`src/rtl/key_pkg.sv`:
```
// key_pkg: shared types and helpers for the key debouncer.
//   kstate_t          - per-channel debounce FSM state
//   DB_CYCLES_DEFAULT - 20 ms at 100 MHz
//   db_cnt_w(n)       - stability counter width for an n-cycle window
package key_pkg;

  typedef enum logic [1:0] {
    REL   = 2'd0,  // released, stable = 1
    CHK_P = 2'd1,  // candidate press, counting low samples
    PRS   = 2'd2,  // pressed, stable = 0
    CHK_R = 2'd3   // candidate release, counting high samples
  } kstate_t;

  localparam int DB_CYCLES_DEFAULT = 2_000_000;

  function automatic int db_cnt_w(input int n);
    return $clog2(n + 1);
  endfunction

endpackage

```
`src/rtl/key_debounce_ch.sv`:
```
// key_debounce_ch: one key channel.
//   clk, rst    - system clock, async active-high reset
//   key_in      - raw active-low button, asynchronous
//   flag_clr    - write-one-to-clear strobe for key_flag
//   key_stable  - debounced level (1 = released)
//   key_press   - one-cycle pulse on accepted 1->0
//   key_release - one-cycle pulse on accepted 0->1
//   key_flag    - sticky press flag
module key_debounce_ch
  import key_pkg::*;
#(
  parameter int DB_CYCLES = DB_CYCLES_DEFAULT
) (
  input  logic clk,
  input  logic rst,
  input  logic key_in,
  input  logic flag_clr,
  output logic key_stable,
  output logic key_press,
  output logic key_release,
  output logic key_flag
);

  localparam int             CW       = db_cnt_w(DB_CYCLES);
  localparam logic [CW-1:0]  CNT_LAST = CW'(DB_CYCLES - 1);
  localparam logic [CW-1:0]  CNT_ONE  = CW'(1);

  logic [1:0]    sync_q, sync_d;
  kstate_t       state_q, state_d;
  logic [CW-1:0] cnt_q, cnt_d;
  logic          press_q, press_d;
  logic          release_q, release_d;
  logic          flag_q, flag_d;
  logic          sync;
  logic          cnt_done;

  assign sync     = sync_q[1];
  assign cnt_done = (cnt_q == CNT_LAST);

  // State register plus the flops that ride along with it
  always_ff @(posedge clk or posedge rst) begin
    if (rst) begin
      sync_q    <= 2'b11;
      state_q   <= REL;
      cnt_q     <= '0;
      press_q   <= 1'b0;
      release_q <= 1'b0;
      flag_q    <= 1'b0;
    end else begin
      sync_q    <= sync_d;
      state_q   <= state_d;
      cnt_q     <= cnt_d;
      press_q   <= press_d;
      release_q <= release_d;
      flag_q    <= flag_d;
    end
  end

  // Next state and counter. Entering a check state counts the current
  // sample as the first one, so acceptance needs DB_CYCLES samples total.
  always_comb begin
    sync_d  = {sync_q[0], key_in};
    state_d = state_q;
    cnt_d   = cnt_q;
    unique case (state_q)
      REL: if (!sync) begin
        state_d = CHK_P;
        cnt_d   = CNT_ONE;
      end
      CHK_P: begin
        if (sync) begin
          state_d = REL;
          cnt_d   = '0;
        end else if (cnt_done) begin
          state_d = PRS;
          cnt_d   = '0;
        end else begin
          cnt_d   = cnt_q + CNT_ONE;
        end
      end
      PRS: if (sync) begin
        state_d = CHK_R;
        cnt_d   = CNT_ONE;
      end
      CHK_R: begin
        if (!sync) begin
          state_d = PRS;
          cnt_d   = '0;
        end else if (cnt_done) begin
          state_d = REL;
          cnt_d   = '0;
        end else begin
          cnt_d   = cnt_q + CNT_ONE;
        end
      end
      default: begin
        state_d = REL;
        cnt_d   = '0;
      end
    endcase
  end

  // Outputs. Pulses are decoded from the accepting transition and
  // registered so they line up with the state change.
  always_comb begin
    key_stable = (state_q == REL) || (state_q == CHK_P);
    press_d    = (state_q == CHK_P) && !sync && cnt_done;
    release_d  = (state_q == CHK_R) &&  sync && cnt_done;
    // set wins over a same-cycle clear
    flag_d     = press_q | (flag_q & ~flag_clr);
  end

  assign key_press   = press_q;
  assign key_release = release_q;
  assign key_flag    = flag_q;

endmodule

```
`src/rtl/key_debounce.sv`:
```
// key_debounce: NUM_KEYS independent debounce channels.
//   clk, rst    - system clock, async active-high reset
//   key_in      - raw active-low buttons, asynchronous
//   flag_clr    - W1C strobes for key_flag
//   key_stable  - debounced levels (1 = released)
//   key_press   - one-cycle press pulses
//   key_release - one-cycle release pulses
//   key_flag    - sticky press flags
module key_debounce
  import key_pkg::*;
#(
  parameter int NUM_KEYS  = 4,
  parameter int DB_CYCLES = DB_CYCLES_DEFAULT
) (
  input  logic                clk,
  input  logic                rst,
  input  logic [NUM_KEYS-1:0] key_in,
  input  logic [NUM_KEYS-1:0] flag_clr,
  output logic [NUM_KEYS-1:0] key_stable,
  output logic [NUM_KEYS-1:0] key_press,
  output logic [NUM_KEYS-1:0] key_release,
  output logic [NUM_KEYS-1:0] key_flag
);

  for (genvar i = 0; i < NUM_KEYS; i++) begin : g_ch
    key_debounce_ch #(
      .DB_CYCLES (DB_CYCLES)
    ) u_ch (
      .clk         (clk),
      .rst         (rst),
      .key_in      (key_in[i]),
      .flag_clr    (flag_clr[i]),
      .key_stable  (key_stable[i]),
      .key_press   (key_press[i]),
      .key_release (key_release[i]),
      .key_flag    (key_flag[i])
    );
  end

endmodule
```
`config.mk`:
```
export PLATFORM = sky130hd
export DESIGN_NAME = key_debounce
export DESIGN_NICKNAME = d
export VERILOG_FILES = /design/src/rtl/key_pkg.sv /design/src/rtl/key_debounce_ch.sv /design/src/rtl/key_debounce.sv
export SDC_FILE = /design/constraint.sdc
export NUM_CORES = 1
export LEC_CHECK = 0
export ABC_AREA = 1
export CAP_MARGIN = 40
export CELL_PAD_IN_SITES_DETAIL_PLACEMENT = 1
export CELL_PAD_IN_SITES_GLOBAL_PLACEMENT = 1
export CORE_MARGIN = 3
export CORE_UTILIZATION = 45
export CTS_CLUSTER_SIZE = 14
export DETAILED_ROUTE_END_ITERATION = 8
export GPL_ROUTABILITY_DRIVEN = 1
export MAX_ROUTING_LAYER = met4
export PLACE_DENSITY_LB_ADDON = 0.05
export SYNTH_ARGS = -nofsm -noshare
export SYNTH_HDL_FRONTEND = slang
export SYNTH_SLANG_ARGS = --single-unit
```
`constraint.sdc`:
```
create_clock -name clk -period 8.25 [get_ports clk]
set_clock_uncertainty 0.1 [all_clocks]
set_input_delay 2.475 -clock clk [delete_from_list [all_inputs] [get_ports clk]]
set_output_delay 2.475 -clock clk [all_outputs]
set_load 0.02 [all_outputs]
```
==> metrics.cfg <==
[outcome]
status = finished clean

[clocking]
tritoncts = built
htreeDepth = 3
ctsHoldBuffers = 0
cts_max_path_buffers = 2
clock-sinks = 112
cts-root-buf = clkbuf_16
post_cts_buffers = 0
cts.clk_slew.worst_paths_ns = 0.07
cts_made_buffers = 9
postCtsResizedCells = 0
clkLatencyLatePin_ns = 0.36

[synthesis]
synth_area_sq_mm = 0.00624
postSynthCellCount = 834
syn_area_per_cell_sq_um = 7.49
postSynth.asyncResetShare_pct = 100
synth.distinct_cells = 41
syn-num-nets = 848
synth-main-ff-cell = dfrtp_1
ys_seq_area_share_pct = 45.1
synth_edf_count = 0
ys_warn_count = 0
yosys_register_bits = 112

[detailed_routing]
vias = 5428
drt_wl_total_um = 15600
dr.pass1.iters = 5
wl_per_cell_um = 15.1
drtIter0Drc = 307
ant_nets = 0
drc_errors = 0
vias_per_cell = 5.28

[placed_design]
numPortBuffers = 25
post-place-cells = 1014
dp_hpwl_um = 11500
gp_congestion = 0.829
placed_cell_area_sq_mm = 0.00657

[grt]
grt_pass1_wl_um = 26800
grt_pass1_vias = 5551
track_usage_pct = 22.6
overflow = 0
grt_max_degree = 58
antenna_found_initial = 0

[flow_run]
cap_violations = 0

[final_layout]
diodes = 0
areaGrowthSynthToFinish_pct = 9.82
fillers = 1702
fin_cells = 1029
nets = 863
finish.instance_area_sq_mm = 0.00686
final_layout_size_suffix_gt1_share_pct = 5.86

[sta]
hold_violations = 0
worst_slew_pin_slew_ns = 0.754
grt_setup_unrepaired = no
period_minus_slack_ns = 4.05
setup_viol = 0
fmaxAchievable_mhz = 247
slew_viol_final = 0
min_period_over_period_pct = 49.1
fin_setup_tns_ns = 0
max-slew-margin-rel_pct = 49.7

[floorplan]
fp.dieH_um = 124
ios = 26
core_sq_mm = 0.0134
start_util_pct = 46.6
die-area_sq_mm = 0.0153
die_x_um = 124
num_rows = 42

[pwr]
p_leak_nw = 3.12
ir_drop_mv = 0.110
powerDensity_mw_per_mm2 = 171
p_total_mw = 1.17

[worst_hold_path]
hold_class = register to register
min_from = g_ch[1].u_ch.sync_q[0]

[setup_path]
critPathMaxFanout = 3
start_kind = register
critPathArrivalTime_ns = 1.48
path_class = register to primary output
cp-end-kind = primary output
crit_required_ns = 5.68
worstReg2RegStart = g_ch[1].u_ch.sync_q[1]

## cell usage in the layout (no fill, tap or decap), drive strengths merged, types with 4 or more instances in the layout
cell	instances
xnor2	5
nand2	245
dfrtp	104
nand3	74
nand3b	4
clkdlybuf4s50	25
o21bai	8
o21ai	24
inv	106
nor3	11
o22ai	12
ha	4
nand4	25
xor2	31
a21oi	16
nor2	127
dfstp	8
clkbuf	11
clkinv	4
## area by class of cell
| class | count | area (sq um) | area share, % |
|---|---|---|---|
| inverter | 107 | 408 | 5.95 |
| multi-input combinational | 593 | 2870 | 41.9 |
| clock inverter | 4 | 45.0 | 0.657 |
| tap | 176 | 220 | 3.21 |
| sequential | 112 | 2810 | 41.0 |
| clock buffer | 11 | 243 | 3.54 |
| timing repair buffer | 26 | 258 | 3.76 |
## path summary, 6_finish.rpt
kind	slack [ns]	cells after the start	to
max reg2reg	5.99	8	g_ch[1].u_ch.cnt_q[12]
max in group asynchronous	4.33	3	g_ch[3].u_ch.cnt_q[18]
min reg2reg	0.26	0	g_ch[1].u_ch.sync_q[1]
min	0.26	0	g_ch[1].u_ch.sync_q[1]
max	4.20	2	key_stable[2]
min in group asynchronous	2.52	2	g_ch[2].u_ch.key_release
## per-stage QoR
stage	setup slack, ns	util, %	hold slack (ns)
6_report	4.20	51.2	0.261
4_1_cts	4.18	51.2	0.264
3_3_place_gp	3.87	49.0	0.248
2_1_floorplan	2.73	-	0.245
5_1_grt	4.06	51.2	0.267
3_5_place_dp	3.86	49.0	0.249
## registers in the layout, summed over array words and instances (netlist names), named ones only
name and count:
g_ch.u_ch.sync_q 8, g_ch.u_ch.cnt_q 84, g_ch.u_ch.state_q 4, g_ch.u_ch.key_release 4
g_ch.u_ch.key_press 4, g_ch.u_ch.key_flag 4
## kinds of logic after synthesis
family,Yosys count,share of synthesized area [%]
compound gates,66,6.29
xor+xnor,36,5.17
fa+ha+maj,4,0.802
buf+inv,129,8.98
flops,112,45.1
simple gates,487,33.7
## power by group
part	internal (mW)	leakage [nW]	total, mW	switching (mW)
sequential	0.570	1.51	0.592	0.0223
combinational	0.0428	1.46	0.144	0.101
clock	0.241	0.145	0.438	0.197
## Yosys cell counts, drive strengths merged (8+ instances only)
library cell / count / area (sq um)
nand3: 74 / 375
nor3: 11 / 65.1
dfstp: 8 / 210
xor2: 31 / 279
a21oi: 16 / 87.6
nand4: 25 / 156
nand2: 245 / 940
inv: 106 / 400
o21bai: 8 / 60.1
dfrtp: 104 / 2600
nor2: 127 / 531
o21ai: 24 / 124
buf: 21 / 151
o22ai: 12 / 75.1
## worst max-delay path, cell delays in order (launching register included)
cell	delay, ns
dfrtp_1	0.40
inv_1	0.10
clkdlybuf4s50_1	0.63
## layer usage
metal	vias up	global-route usage [%]	wire (um)
met5	-	-	0
met2	57	37.0	7600
met4	0	3.81	106
li1	2663	-	-
met1	2699	29.9	7480
met3	9	4.36	401
Note: power is estimated with default switching activity, not from simulation.
